===== src/rtl/uart_rx_8n1.sv =====
// ============================================================================
// Module      : uart_rx_8n1
// Description : 8N1 UART receiver (LSB first) with a mid-bit sampling FSM.
// Revision    : 1.0 - initial release
// ============================================================================
`timescale 1ns/1ps
`default_nettype none

module uart_rx_8n1 #(
    parameter int CLKS_PER_BIT = 434,
    parameter int HALF_BIT     = CLKS_PER_BIT / 2
) (
    input  logic       clk,
    input  logic       rst_n,
    input  logic       rx,
    output logic [7:0] data,
    output logic       en,
    output logic       frame_err,
    output logic       busy
);

    localparam logic [15:0] HALF_LAST = 16'(HALF_BIT - 1);
    localparam logic [15:0] BIT_LAST  = 16'(CLKS_PER_BIT - 1);

    typedef enum logic [2:0] {
        IDLE      = 3'd0,
        START     = 3'd1,
        DATA      = 3'd2,
        STOP      = 3'd3,
        WAIT_HIGH = 3'd4
    } state_t;

    state_t      state, state_next;
    logic        rx_meta, rx_s;
    logic [15:0] cnt, cnt_next;
    logic [2:0]  idx, idx_next;
    logic [7:0]  shreg, shreg_next;
    logic [7:0]  data_next;
    logic        en_next, ferr_next, busy_next;

    // Line idles high, so the synchronizer resets to 1 to avoid a false start.
    always_ff @(posedge clk) begin
        if (!rst_n) begin
            rx_meta <= 1'b1;
            rx_s    <= 1'b1;
        end else begin
            rx_meta <= rx;
            rx_s    <= rx_meta;
        end
    end

    always_ff @(posedge clk) begin
        if (!rst_n) begin
            state     <= IDLE;
            cnt       <= 16'd0;
            idx       <= 3'd0;
            shreg     <= 8'h00;
            data      <= 8'h00;
            en        <= 1'b0;
            frame_err <= 1'b0;
            busy      <= 1'b0;
        end else begin
            state     <= state_next;
            cnt       <= cnt_next;
            idx       <= idx_next;
            shreg     <= shreg_next;
            data      <= data_next;
            en        <= en_next;
            frame_err <= ferr_next;
            busy      <= busy_next;
        end
    end

    always_comb begin
        state_next = state;
        cnt_next   = cnt + 16'd1;
        idx_next   = idx;
        shreg_next = shreg;
        data_next  = data;
        en_next    = 1'b0;
        ferr_next  = 1'b0;

        case (state)
            IDLE: begin
                cnt_next = 16'd0;
                if (!rx_s) begin
                    state_next = START;
                end
            end
            START: begin
                if (cnt == HALF_LAST) begin
                    cnt_next   = 16'd0;
                    idx_next   = 3'd0;
                    state_next = rx_s ? IDLE : DATA;
                end
            end
            DATA: begin
                if (cnt == BIT_LAST) begin
                    cnt_next        = 16'd0;
                    shreg_next[idx] = rx_s;
                    idx_next        = idx + 3'd1;
                    if (idx == 3'd7) begin
                        state_next = STOP;
                    end
                end
            end
            STOP: begin
                // Leaving mid-stop-bit lets an immediately following start edge be caught.
                if (cnt == BIT_LAST) begin
                    cnt_next = 16'd0;
                    if (rx_s) begin
                        data_next  = shreg;
                        en_next    = 1'b1;
                        state_next = IDLE;
                    end else begin
                        ferr_next  = 1'b1;
                        state_next = WAIT_HIGH;
                    end
                end
            end
            WAIT_HIGH: begin
                cnt_next = 16'd0;
                if (rx_s) begin
                    state_next = IDLE;
                end
            end
            default: begin
                cnt_next   = 16'd0;
                state_next = IDLE;
            end
        endcase

        busy_next = (state_next != IDLE);
    end

endmodule

`default_nettype wire

===== config.mk =====
export PLATFORM = sky130hd
export DESIGN_NAME = uart_rx_8n1
export DESIGN_NICKNAME = d
export VERILOG_FILES = /design/src/rtl/uart_rx_8n1.sv
export SDC_FILE = /design/constraint.sdc
export NUM_CORES = 1
export LEC_CHECK = 0
export ABC_CLOCK_PERIOD_IN_PS = 6400
export CORE_ASPECT_RATIO = 0.75
export CORE_MARGIN = 1
export CORE_UTILIZATION = 60
export CTS_BUF_LIST = sky130_fd_sc_hd__clkbuf_4 sky130_fd_sc_hd__clkbuf_8
export CTS_CLUSTER_SIZE = 20
export DETAILED_ROUTE_END_ITERATION = 16
export GPL_TIMING_DRIVEN = 1
export PLACE_DENSITY = 0.8
export SLEW_MARGIN = 20
export SYNTH_ARGS = -nofsm -noshare
export SYNTH_HDL_FRONTEND = slang
export SYNTH_SLANG_ARGS = --single-unit
export TNS_END_PERCENT = 20

===== constraint.sdc =====
create_clock -name clk -period 6.4 [get_ports clk]
set_input_delay 0.96 -clock clk [delete_from_list [all_inputs] [get_ports clk]]
set_output_delay 0.96 -clock clk [all_outputs]
set_load 0.02 [all_outputs]

==> results of run 1 <==
-- through the flow --
| step | utilization | total power (µW) | instances |
|---|---|---|---|
| 4_1_cts | 0.723 | 486 | 258 |
| 6_report | 0.723 | 483 | 258 |
| 2_1_floorplan | - | 285 | 208 |
| 3_5_place_dp | 0.687 | 288 | 251 |
| 3_3_place_gp | 0.687 | 288 | 251 |
| 5_1_grt | 0.723 | 502 | 258 |
-- state kept, by name, summed over array words and instances, names as in the netlist --
| name | count |
|---|---|
| rx_meta | 1 |
| state | 3 |
| data | 8 |
| cnt | 16 |
| busy | 1 |
| rx_s | 1 |
| shreg | 8 |
| en | 1 |
| frame_err | 1 |
| idx | 3 |
-- cell usage after synthesis (2+ instances only) --
| library cell | instances |
|---|---|
| a21boi_0 | 2 |
| a21oi_1 | 3 |
| a31o_2 | 6 |
| clkbuf_1 | 7 |
| dfxtp_1 | 43 |
| ha_1 | 5 |
| inv_1 | 5 |
| mux2i_1 | 10 |
| nand2_1 | 13 |
| nand2b_1 | 3 |
| nand3_1 | 8 |
| nand3b_1 | 2 |
| nand4_1 | 10 |
| nand4b_1 | 6 |
| nor2_1 | 32 |
| nor2b_1 | 12 |
| nor3_1 | 4 |
| nor4_1 | 4 |
| or4_4 | 3 |
| xnor2_1 | 5 |
| xor2_1 | 9 |
-- path summary, 6_finish.rpt --
kind                                        endpoint  cells past startpoint  slack [ns]          startpoint
worst max register to register  data[2]$_SDFFE_PN0P_                      6        4.03  cnt[13]$_SDFF_PN0_
worst min-delay path                 rx_s$_SDFF_PN1_                      1        0.41  rx_meta$_SDFF_PN1_
worst min register to register       rx_s$_SDFF_PN1_                      1        0.41  rx_meta$_SDFF_PN1_
worst max-delay path               cnt[3]$_SDFF_PN0_                      3        3.95               rst_n
-- layout make-up --
class	count	share of cell area
repair buffers	14	0.0635
flip-flops and latches	43	0.397
clock inverters	1	0.0139
well taps	38	0.0219
clock buffers	6	0.0352
inverters	5	0.00866
multi-input cells	151	0.460
-- where the power goes --
group / internal, µW / switching [µW]
registers: 269 / 1.48
logic: 4.94 / 7.13
clock network: 118 / 82.5
-- routing by layer --
metal	vias up	global-route usage	share of wire
li1	748	-	-
met1	708	0.334	0.50
met2	38	0.355	0.44
met3	6	0.0938	0.048
met4	0	0.113	0.0098
met5	-	0	0
-- kinds of logic after synthesis --
| kind of cell | share of synthesized area |
|---|---|
| buf+inv | 0.0320 |
| compound gates | 0.0698 |
| xor+xnor | 0.0639 |
| mux | 0.0522 |
| flops | 0.449 |
| simple gates | 0.301 |
| fa+ha+maj | 0.0326 |
-- worst reg2reg max path: cells and delay by family, from the launching register on --
kind	cells	cell delay [ns]
buffers and inverters	1	0.23
DFF	1	0.35
muxes	1	0.31
and+or+nand+nor	4	1.36
==> impl_metrics.toml, run 1 <==
[timing]
fin_crit_sh = 0.383
rsz0062_at_grt = "no"
timing.hold.ws_ns = 0.406
finalWorstSetupSlack_ns = 3.95
post-route-min-period_ns = 2.45
slew_violations = 0
hold_viol_final = 0
fin_setup_tns_ns = 0
fin_skew_ns = 0.0105
slew_headroom = 0.306
worst_pin_slew_ns = 1.03
fmax_mhz = 408
setup_viol = 0

[clock_network]
clk_pin_slew_ns = 0.07
htreeDepth = 2
ctsResizeCount = 0
cts_tree = "built"
cts_setup_buffers = 0
clk_latency_ns = 0.29
numCtsBuffers = 5
cts.sinks = 43
cts-hold-fix-buffers = 0
ctsLongestPathBuffers = 2
cts_root_buf = "clkbuf_8"

[die]
fp.dieW_um = 67.3
chipHeight_um = 51.0
coreArea_um2 = 3000
start_util = 0.640
io_pins = 14
num_rows = 17
dieArea_um2 = 3430

[synthesis]
synth.distinct_cells = 37
yosysSeqAreaShare = 0.449
avgSynthCellArea_um2 = 9.22
netlist_area_um2 = 1920
synth.top_cells.by_area = "dfxtp_1 (45%), nor2_1 (6.3%), mux2i_1 (5.2%)"
yosys_warnings = 0
synth_area_leader_cell = "dfxtp_1"
syn_inst = 208
synth_ff_type = "dfxtp_1"
async_flop_share = 0
ys_ff_latch = 43
syn-num-nets = 216
synth_top_area_share = 0.449
synth_edf_count = 0

[critical_path]
critPathRequiredTime_ns = 6.62
arrival_ns = 2.66
crit_chain = "clkdlybuf4s50_1 > nand3b_2 > nor2_1"
cp_slowest_cell = "clkdlybuf4s50_1"
crit_path_start_kind = "input port"
slowest_delay_ns = 1.00
crit_fanout = 26
cp_top_family = "buffers and inverters"
crit_type = "input port to flip-flop"
crit_path_end_kind = "flip-flop"
crit_buf_inv = 1

[placed_design]
gp_congestion = 0.795
dp_hpwl_um = 2640
detailedPlace.worstSlack_ns = 3.66
postPlaceCellArea_um2 = 2060
place.port_buffers = 13

[power_and_ir_drop]
leakagePower_uw = 0.000798
peakVddDrop_uv = 181
powerDensity_nw_per_um2 = 223

[global_route]
antenna_found_initial = 0
grt_pass1_wl_um = 6290
grt_start_max_net_pins = 27
grt_overflow = 0
track_usage = 0.250
grt_pass1_vias = 1417

[hold_path]
hp-class = "flip-flop to flip-flop"

[final_layout]
nets = 228
diodes = 0
seq_area_um2 = 861
layout_common_cells = "dfxtp_1 (43), nor2_1 (32), nand2_1 (13), clkdlybuf4s50_1 (13), nor2b_1 (12)"
syn2layout_area_growth_pct = 13.0
nFillCells = 233
layout-drive-gt1-share = 0.0909
multi_input_area_um2 = 996
final_area_um2 = 2170
layout_commonest_cell = "dfxtp_1"

[run_status]
status = "finished, final reports clean"

[drt]
final_antenna_net_count = 0
avgViaCountPerCell = 5.81
drt_first_iter_violations = 99
vias = 1500
drt-wirelength-per-cell_um = 14.6
firstDrtPassIters = 4
wirelength_um = 3780
drcViolationCount = 0

[run]
drv_cap = 0
Power figures use the tool's default switching activity.
==> inputs of run 2 (changes only) <==
--- a/config.mk
+++ b/config.mk
@@ -5,7 +5,7 @@
 export SDC_FILE = /design/constraint.sdc
 export NUM_CORES = 1
 export LEC_CHECK = 0
-export ABC_CLOCK_PERIOD_IN_PS = 6400
+export ABC_CLOCK_PERIOD_IN_PS = 2500
 export CORE_ASPECT_RATIO = 0.75
 export CORE_MARGIN = 1
 export CORE_UTILIZATION = 60
==> constraint.sdc (replaced) <==
create_clock -name clk -period 2.5 [get_ports clk]
set_input_delay 0.375 -clock clk [delete_from_list [all_inputs] [get_ports clk]]
set_output_delay 0.375 -clock clk [all_outputs]
set_load 0.02 [all_outputs]
==> impl_metrics.toml, run 2 (synthesis results as in run 1) <==
[timing]
fin_skew_ns = 0.00738
fmax_mhz = 432
finalWorstSetupSlack_ns = 0.185
fin_setup_tns_ns = 0
slew_headroom = 0.529
slew_violations = 0
hold_viol_final = 0
timing.hold.ws_ns = 0.436
setup_viol = 0
post-route-min-period_ns = 2.31
worst_pin_slew_ns = 0.700
fin_crit_sh = 0.926
rsz0062_at_grt = "no"

[die]
chipHeight_um = 51.0
coreArea_um2 = 3000
io_pins = 14
num_rows = 17
fp.dieW_um = 67.3
dieArea_um2 = 3430
start_util = 0.640

[global_route]
track_usage = 0.244
grt_start_max_net_pins = 19
grt_overflow = 0
antenna_found_initial = 0
grt_pass1_wl_um = 6210
grt_pass1_vias = 1415

[critical_path]
cp_slowest_cell = "or4_1"
crit_path_end_kind = "flip-flop"
reg2reg_setup_slack_ns = 0.19
timing.rr.start = "cnt[13]$_SDFF_PN0_"
crit_type = "flip-flop to flip-flop"
crit_end = "cnt[4]$_SDFF_PN0_"
slowest_delay_ns = 0.62
timing.rr.end = "cnt[4]$_SDFF_PN0_"
crit_path_start_kind = "flip-flop"
crit_fanout = 16
cp-startpoint = "cnt[13]$_SDFF_PN0_"
arrival_ns = 2.48
crit_chain = "or4_4 > or4_1 > a22o_1 > nand3b_2 > nor2_1"
r2r_cells = 5
critPathRequiredTime_ns = 2.66

[drt]
wirelength_um = 3740
drt-wirelength-per-cell_um = 14.3
avgViaCountPerCell = 5.97
drcViolationCount = 0
firstDrtPassIters = 4
vias = 1564
final_antenna_net_count = 0
drt_first_iter_violations = 114

[clock_network]
cts_setup_buffers = 0
cts_tree = "built"
cts-hold-fix-buffers = 0
cts.sinks = 43
clk_latency_ns = 0.29
numCtsBuffers = 5
ctsResizeCount = 0
htreeDepth = 2
cts_root_buf = "clkbuf_8"
ctsLongestPathBuffers = 2
clk_pin_slew_ns = 0.08

[placed_design]
detailedPlace.worstSlack_ns = 0.203
gp_congestion = 0.763
place.port_buffers = 13
dp_hpwl_um = 2700

[final_layout]
syn2layout_area_growth_pct = 14.7
diodes = 0
layout-drive-gt1-share = 0.107
finish.utilization = 0.734
multi_input_area_um2 = 996
regMostFlops = "cnt"
layout_commonest_cell = "dfxtp_1"
nFillCells = 228
top_regs = "cnt: 16 flops, data: 8 flops, shreg: 8 flops"
seq_area_um2 = 861
layout_common_cells = "dfxtp_1 (43), nor2_1 (32), nand2_1 (13), clkdlybuf4s50_1 (13), nor2b_1 (12)"
largest_reg_flops = 16
nets = 231

[run]
drv_cap = 0

[power_and_ir_drop]
peakVddDrop_uv = 408
powerDensity_nw_per_um2 = 576
total_power_uw = 1270
leakagePower_uw = 0.000819

[run_status]
status = "finished, final reports clean"

[hold_path]
hp-class = "flip-flop to flip-flop"
run 2: cell count changes in the layout (fill, tap and decap cells not counted):
cell      delta
clkbuf_8     +1
buf_4        +3
clkbuf_4     -1
clkinv_2     +1
run 2: power by group:
part	internal (µW)	switching (µW)	leakage (µW)
Combinational	13.4	18.7	0.000411
Sequential	688	4.01	0.000347
Clock	323	222	0.0000612
Total	1020	244	0.000819
run 2: final cells by class:
| cell class | count | share of cell area |
|---|---|---|
| Multi-Input combinational cell | 151 | 0.453 |
| Sequential cell | 43 | 0.391 |
| Timing Repair Buffer | 17 | 0.0728 |
| Clock buffer | 6 | 0.0375 |
| Tap cell | 38 | 0.0216 |
| Clock inverter | 2 | 0.0159 |
| Inverter | 5 | 0.00853 |
run 2: critical path: cells and delay by family (launching register included):
kind	cells	cell delay [ns]
compound gates	1	0.27
simple gates	4	1.56
flops	1	0.35
run 2: per-layer routing:
metal / part of all wire / track usage / vias up
met5: 0 / 0 / -
met4: 0.0091 / 0.103 / 0
met3: 0.062 / 0.0625 / 4
met2: 0.46 / 0.365 / 61
met1: 0.47 / 0.331 / 738
li1: - / - / 761
run 2: metrics by stage:
| stage | cells | area, µm² |
|---|---|---|
| after floorplan | 208 | 1920 |
| after global placement | 254 | 2080 |
| after detailed placement | 254 | 2080 |
| after CTS | 262 | 2200 |
| after global routing | 262 | 2200 |
| final | 262 | 2200 |
run 2: how the worst min path moves through the flow:
stage	to	cells after the start	from	slack (ns)
after floorplan	rx_s$_SDFF_PN1_	1	rx_meta$_SDFF_PN1_	0.39
after global placement	rx_s$_SDFF_PN1_	1	rx_meta$_SDFF_PN1_	0.40
after detailed placement	rx_s$_SDFF_PN1_	1	rx_meta$_SDFF_PN1_	0.41
after CTS	rx_s$_SDFF_PN1_	1	rx_meta$_SDFF_PN1_	0.44
after global routing	rx_s$_SDFF_PN1_	1	rx_meta$_SDFF_PN1_	0.46
final	rx_s$_SDFF_PN1_	1	rx_meta$_SDFF_PN1_	0.44
